===== src/rtl/mb_config_pkg.sv =====
// ---------------------------------------------------------------------------
// mb_config_pkg
// Shared definitions for the fabric configuration loader: loader state
// encoding, default fabric geometry and the data-words-per-frame derivation.
// ---------------------------------------------------------------------------
package mb_config_pkg;

    localparam int DEF_BL_WIDTH = 514;  // fabric bit lines
    localparam int DEF_WL_WIDTH = 407;  // fabric word lines
    localparam int DEF_WORD_W   = 32;   // bitstream word width
    localparam int ROW_W        = 9;    // header bits [8:0] carry the row index

    typedef enum logic [2:0] {
        ST_IDLE,
        ST_HDR,
        ST_DATA,
        ST_PULSE,
        ST_GAP,
        ST_DONE,
        ST_ERR
    } state_t;

    // Data words needed to cover every bit line of one row.
    function automatic int calc_nw(input int bl_width, input int word_w);
        return (bl_width + word_w - 1) / word_w;
    endfunction

endpackage


===== src/rtl/mb_wl_decoder.sv =====
// ---------------------------------------------------------------------------
// mb_wl_decoder
// Registered row-index to one-hot word-line decoder. While i_en is high the
// word line selected by i_row is driven on the following cycle; otherwise
// all word lines are low. Registering the output keeps wl glitch-free.
//
// Ports
//   clk    in   clock, rising edge
//   reset  in   synchronous, active-high
//   i_en   in   drive the selected word line next cycle
//   i_row  in   row index (ROW_W bits)
//   o_wl   out  one-hot or all-zero word-line drive (WL_WIDTH bits)
// ---------------------------------------------------------------------------
module mb_wl_decoder
    import mb_config_pkg::*;
#(
    parameter int WL_WIDTH = DEF_WL_WIDTH
) (
    input  logic                clk,
    input  logic                reset,
    input  logic                i_en,
    input  logic [ROW_W-1:0]    i_row,
    output logic [WL_WIDTH-1:0] o_wl
);

    logic [WL_WIDTH-1:0] r_wl;
    logic [WL_WIDTH-1:0] w_onehot;

    always_comb begin
        w_onehot = '0;
        for (int b = 0; b < WL_WIDTH; b++) begin
            w_onehot[b] = (i_row == ROW_W'(b));
        end
    end

    always_ff @(posedge clk) begin
        if (reset) begin
            r_wl <= '0;
        end else begin
            r_wl <= i_en ? w_onehot : '0;
        end
    end

    assign o_wl = r_wl;

endmodule


===== src/rtl/mb_config_loader.sv =====
// ---------------------------------------------------------------------------
// mb_config_loader
// Streams configuration frames into the fabric. Each frame is one header
// word (row index in bits [8:0]) followed by NW data words that fill a
// BL_WIDTH-bit shadow register; the row's word line is then pulsed for
// PULSE_CYCLES cycles, followed by a one-cycle gap. After WL_WIDTH frames
// the session ends in DONE; an out-of-range row ends it in ERR.
//
// Ports
//   clk        in   clock, rising edge
//   reset      in   synchronous, active-high
//   start      in   begin a session (honoured only in IDLE)
//   s_data     in   bitstream word (WORD_W bits)
//   s_valid    in   s_data valid
//   s_ready    out  loader accepts s_data this cycle
//   bl         out  bit-line drive (BL_WIDTH bits)
//   wl         out  word-line drive, one-hot or zero (WL_WIDTH bits)
//   busy       out  session in progress
//   cfg_done   out  sticky: session completed
//   cfg_error  out  sticky: illegal row index received
// ---------------------------------------------------------------------------
module mb_config_loader
    import mb_config_pkg::*;
#(
    parameter int BL_WIDTH     = DEF_BL_WIDTH,
    parameter int WL_WIDTH     = DEF_WL_WIDTH,
    parameter int WORD_W       = DEF_WORD_W,
    parameter int PULSE_CYCLES = 4
) (
    input  logic                clk,
    input  logic                reset,
    input  logic                start,
    input  logic [WORD_W-1:0]   s_data,
    input  logic                s_valid,
    output logic                s_ready,
    output logic [BL_WIDTH-1:0] bl,
    output logic [WL_WIDTH-1:0] wl,
    output logic                busy,
    output logic                cfg_done,
    output logic                cfg_error
);

    localparam int NW      = calc_nw(BL_WIDTH, WORD_W);
    localparam int FRAME_W = $clog2(WL_WIDTH + 1);
    localparam int WCNT_W  = $clog2(NW + 1);

    state_t              r_state;
    state_t              w_state_next;
    logic [FRAME_W-1:0]  r_frame_cnt;
    logic [WCNT_W-1:0]   r_word_cnt;
    logic [7:0]          r_pulse_cnt;
    logic [ROW_W-1:0]    r_row;
    logic [BL_WIDTH-1:0] r_bl;
    logic [BL_WIDTH-1:0] w_bl_wr;
    logic                r_cfg_done;
    logic                r_cfg_error;
    logic                w_xfer;
    logic                w_row_ok;
    logic                w_last_word;
    logic                w_pulse_end;
    logic                w_last_frame;
    logic                w_enter_hdr;
    logic [ROW_W-1:0]    w_hdr_row;

    assign w_hdr_row    = s_data[ROW_W-1:0];
    assign w_row_ok     = 32'(w_hdr_row) < 32'(WL_WIDTH);
    assign w_xfer       = s_valid & s_ready;
    assign w_last_word  = (r_word_cnt == WCNT_W'(NW - 1));
    assign w_pulse_end  = (r_pulse_cnt == 8'(PULSE_CYCLES - 1));
    assign w_last_frame = (r_frame_cnt == FRAME_W'(WL_WIDTH - 1));
    assign w_enter_hdr  = (w_state_next == ST_HDR) && (r_state != ST_HDR);

    // ---------------------------------------------------------------- FSM
    always_ff @(posedge clk) begin
        // NOTE: state elements use non-blocking assignment so every register
        // samples pre-edge values regardless of block evaluation order.
        if (reset) begin
            r_state <= ST_IDLE;
        end else begin
            r_state <= w_state_next;
        end
    end

    always_comb begin
        // NOTE: every output of this block gets a default first, so no path
        // leaves a signal unassigned and no latch is inferred.
        w_state_next = r_state;
        s_ready      = 1'b0;
        busy         = 1'b1;
        unique case (r_state)
            ST_IDLE: begin
                busy = 1'b0;
                if (start) w_state_next = ST_HDR;
            end
            ST_HDR: begin
                s_ready = 1'b1;
                if (s_valid) w_state_next = w_row_ok ? ST_DATA : ST_ERR;
            end
            ST_DATA: begin
                s_ready = 1'b1;
                if (s_valid && w_last_word) w_state_next = ST_PULSE;
            end
            ST_PULSE: begin
                if (w_pulse_end) w_state_next = ST_GAP;
            end
            ST_GAP: begin
                w_state_next = w_last_frame ? ST_DONE : ST_HDR;
            end
            ST_DONE, ST_ERR: begin
                busy = 1'b0;
            end
            default: begin
                busy         = 1'b0;
                w_state_next = ST_IDLE;
            end
        endcase
    end

    // ------------------------------------------------------ BL slice write
    // Word k lands on bl[k*WORD_W +: WORD_W]; bits beyond BL_WIDTH-1 simply
    // have no destination.
    always_comb begin
        w_bl_wr = r_bl;
        for (int b = 0; b < BL_WIDTH; b++) begin
            if (r_word_cnt == WCNT_W'(b / WORD_W)) begin
                w_bl_wr[b] = s_data[b % WORD_W];
            end
        end
    end

    // ----------------------------------------------------------- datapath
    always_ff @(posedge clk) begin
        if (reset) begin
            // NOTE: the wide shadow register is a plain flop bank, not a RAM,
            // so it is cleared here like any other register.
            r_bl        <= '0;
            r_word_cnt  <= '0;
            r_frame_cnt <= '0;
            r_pulse_cnt <= '0;
            r_row       <= '0;
            r_cfg_done  <= 1'b0;
            r_cfg_error <= 1'b0;
        end else begin
            // Shadow register: cleared per frame and in the terminal states.
            if (w_enter_hdr) begin
                r_bl       <= '0;
                r_word_cnt <= '0;
            end else if (r_state == ST_DATA && w_xfer) begin
                r_bl       <= w_bl_wr;
                r_word_cnt <= r_word_cnt + WCNT_W'(1);
            end else if (w_state_next == ST_DONE || w_state_next == ST_ERR) begin
                r_bl <= '0;
            end

            if (r_state == ST_HDR && w_xfer && w_row_ok) begin
                r_row <= w_hdr_row;
            end

            if (r_state == ST_PULSE && !w_pulse_end) begin
                r_pulse_cnt <= r_pulse_cnt + 8'd1;
            end else begin
                r_pulse_cnt <= '0;
            end

            if (r_state == ST_GAP) begin
                r_frame_cnt <= r_frame_cnt + FRAME_W'(1);
            end

            r_cfg_done  <= r_cfg_done  | (w_state_next == ST_DONE);
            r_cfg_error <= r_cfg_error | (w_state_next == ST_ERR);
        end
    end

    // Word line follows the PULSE state one-for-one because the enable is
    // taken from the next state and the decoder registers it.
    mb_wl_decoder #(
        .WL_WIDTH (WL_WIDTH)
    ) u_wl_decoder (
        .clk   (clk),
        .reset (reset),
        .i_en  (w_state_next == ST_PULSE),
        .i_row (r_row),
        .o_wl  (wl)
    );

    assign bl        = r_bl;
    assign cfg_done  = r_cfg_done;
    assign cfg_error = r_cfg_error;

endmodule

===== config.mk =====
export PLATFORM = sky130hd
export DESIGN_NAME = mb_config_loader
export DESIGN_NICKNAME = d
export VERILOG_FILES = /design/src/rtl/mb_config_pkg.sv /design/src/rtl/mb_wl_decoder.sv /design/src/rtl/mb_config_loader.sv
export SDC_FILE = /design/constraint.sdc
export NUM_CORES = 1
export LEC_CHECK = 0
export ABC_AREA = 1
export BUFFER_PORTS_ARGS = -buffer_cell sky130_fd_sc_hd__buf_2
export CAP_MARGIN = 20
export CELL_PAD_IN_SITES_DETAIL_PLACEMENT = 0
export CELL_PAD_IN_SITES_GLOBAL_PLACEMENT = 1
export CORE_AREA = 2 2 369 371
export DETAILED_ROUTE_END_ITERATION = 8
export DIE_AREA = 0 0 371 373
export GPL_TIMING_DRIVEN = 0
export PLACE_DENSITY_LB_ADDON = 0.1
export SYNTH_ARGS = -nofsm -noshare
export SYNTH_HDL_FRONTEND = slang
export SYNTH_SLANG_ARGS = --single-unit

===== constraint.sdc =====
create_clock -name clk -period 2.69 [get_ports clk]
set_input_delay 0 -clock clk [delete_from_list [all_inputs] [get_ports clk]]
set_output_delay 0 -clock clk [all_outputs]
set_load 0.02 [all_outputs]

==> results.md <==
- Status: finished clean
- Setup WS pre-CTS: -0.952 ns
- CTS Buffer Depth: 3
- Clock root cell: clkbuf_16
- Fillers: 14600
- CP max FO: 10
- R2R Path Start: r_state[1]$_SDFF_PP0_
- Starting density of the core: approximately 24%
- Leading area contributor after synthesis: dfxtp_1
- RSZ-0062 raised after global routing: true
- Fin crit period: between 2 and 3 ns
- Die X: 371 µm
- Final Instance Count excl. Fillers: between 6000 and 7000
- Worst setup margin: between 0.08 and 0.09 ns
- Dpl hpwl: 136000 µm
- Distinct cells, synth: 31
- Pwr Density: 704 nW/µm²
- DRT Pass-1 Iters: 7
- Share of cells above drive strength 1: between 20% and 30%
- CTS Buf Count: 112
- Slew HR: between 30 and 40%
- Commonest non-fill, non-tap cell in the layout: buf_2
- CP Launch Type: flip-flop
- Worst hold path class: in2reg
- Syn_nets: roughly 4000
- CTS tree: built
- Final Max Tran Viols: 0
- Number of antenna violations at the first check in global routing: 11
- Post-Syn Instances: 3944
- Worst-path cell chain: nand4_4 -> inv_6 -> clkbuf_2 -> nand2_1 -> clkinv_4 -> nand2_1 -> a21oi_1
- I/O pin cnt: 961
- Clock-pin slew on the worst setup and hold paths: roughly 0.06 ns
- Synth Register Bits: between 900 and 1000
- Routed len/inst: 26.3 µm
- Crit path required time: 3.35 ns
- Worst EP arrival: approximately 3.3 ns
- Drt total wl: 182000 µm
- # port buffers: ~960
- Critical path's top delay family: buffers and inverters
- Min-delay src: s_data[17]
- Worst Setup Path Type: reg2reg
- Post-Route Skew: 0.0269 ns
- Max VDD drop: 469 µV
- Num Clock Sinks: 957
- Final Setup Violations: 0
- CP bufs+invs: 3
- Slew @ Worst Pin: slightly above 0.9 ns
- Total GRT Usage: 25.3%
- Die Y: roughly 370 µm
- CP max-delay cell: dfxtp_1
- H-Tree Depth: 3
- Grt ovf: 0
- Synth area leaders: dfxtp_1 58%, nand4_1 8.5%, nand2_1 8.3%, nor2_1 7.7%, a21oi_1 5.8%
- Yosys Warn Count: 0
- First-pass GRT wire length: 247000 µm
- Crit end category: flip-flop
- Rows: 135
- CP most frequent cell: nand2_1
- Via count: around 32000
- Area of the mapped netlist: roughly 33000 µm²
- Final hold viol count: 0
- Most frequent cells in the layout: 1050 x buf_2, 957 x dfxtp_1, 701 x nand2_1
- Placer congestion estimate: 0.821
- Leak Pwr: between 20 and 25 nW
- Top cell type's share of synthesized area: 58.5%
- Post-DRT Antenna Nets: 0
- Syn avg cell area: roughly 8.3 µm²
- Seq/Total Area, Yosys: 58.5%
- Placed insts: 6688
- Routed vias/inst: 4.61
- Crit. Startpoint: r_state[1]$_SDFF_PP0_
- Clock latency on the worst-skew pair: about 0.74 ns
- F_max: 384 MHz
- Max Cap Viol: 0
- Die Footprint: approximately 140000 µm²
- Number of global-route vias before repair: a little over 30000
- Area delta synth->final: 36.4%
- Fin nets: 5112
- Largest net degree at the start of global routing: 17
- Max incr delay on CP: 0.48 ns
- Total core area: 135000 µm²
- DRC violations left: 0
- Final Cycle Share: 96.9%
- 1st-iter DRT viols: 1943
==> synthesized netlist by cell type, drive strengths merged <==
cell and instances:
dfxtp 957, nand3 90, nand2 740, clkinv 19, nor4 1, nor3b 2
a21oi 382, clkbuf 138, ha 8, nor2 709, or2 2, nand4 448
inv 226, xor2 4, buf 192, nor3 8, xnor2 1, o21ai 17
==> state kept, by name, summed over array words and instances, names as in the netlist <==
register	flops
bl	514
cfg_done	1
cfg_error	1
r_frame_cnt	9
r_pulse_cnt	8
r_row	9
r_state	3
r_word_cnt	5
u_wl_decoder.o_wl	407
==> cells by family (layout without fill, tap and decap cells) <==
group,after synthesis,after routing,share of synthesized area [%]
AND/OR/NAND/NOR,2000,2000,27.5
AO/OA/AOI/OAI,399,399,6.11
buffers and inverters,575,1791,7.52
adder cells (fa/ha/maj),8,8,0.306
flip-flops,957,957,58.5
other,0,4,0
XOR/XNOR,5,5,0.134
==> per-stage QoR <==
| step | total power [W] | TNS, ns | utilization (%) | cell area [µm²] | hold slack (ns) |
|---|---|---|---|---|---|
| after global placement | 0.0158 | -262.74 | 29.6 | 39800 | 0.269 |
| after global routing | 0.0324 | -0.139 | 33.2 | 44700 | 0.0775 |
| final | 0.0315 | 0 | 33.2 | 44700 | 0.0878 |
| after CTS | 0.0318 | 0 | 32.9 | 44400 | 0.0265 |
| after floorplan | 0.0152 | 0 | - | 32800 | 0.148 |
| after detailed placement | 0.0158 | -231.55 | 29.6 | 39900 | 0.274 |
==> routing by layer <==
layer	track usage, %	wire length, µm	vias up
met4	8.61	5980	4
li1	-	-	15100
met2	43.4	89000	1107
met3	6.74	13800	203
met1	30.2	73500	15600
met5	0	27	-
==> worst min-delay path: stages <==
cell	delay [ns]
dlygate4sd3_1	0.53
buf_2	0.13
nand2_1	0.06
a21oi_1	0.06
==> final cells by class <==
type                       count  area, µm²  share of cell area [%]
antenna                        4       10.0                  0.0224
sequential                   957      19200                    42.9
buffer                       330       1860                    4.15
timing repair buffer        1010       5360                    12.0
inverter                     245        982                    2.20
clock inverter                40        500                    1.12
multi-input combinational   2412      11300                    25.2
tap                         1781       2230                    4.99
clock buffer                 166       3330                    7.44
==> repair_timing <==
| item | CTS | global route |
|---|---|---|
| hold endpoints to repair | 166 | 0 |
| resized for setup | 112 | 130 |
| setup endpoints to repair | 602 | 507 |
| hold buffers | 37 | 0 |
| pin swaps | 2 | 1 |
| setup buffers | 3 | 7 |
==> where the power goes <==
part	switching [W]	internal, W	leakage (nW)	total, W
Sequential	0.0000348	0.0142	7.71	0.0143
Combinational	0.00105	0.000300	10.5	0.00135
Clock	0.00662	0.00925	1.87	0.0159
Total	0.00770	0.0238	20.1	0.0315
==> path summary, 6_finish.rpt <==
path              slack, ns              endpoint  cells after the start
hold reg to reg        0.45   cfg_done$_SDFF_PP0_                      2
setup / recovery       0.08  bl[426]$_SDFFE_PP0P_                      7
setup reg to reg       0.08  bl[426]$_SDFFE_PP0P_                      7
hold / removal         0.09  bl[497]$_SDFFE_PP0P_                      4
Note: power is estimated with default switching activity, not from simulation.
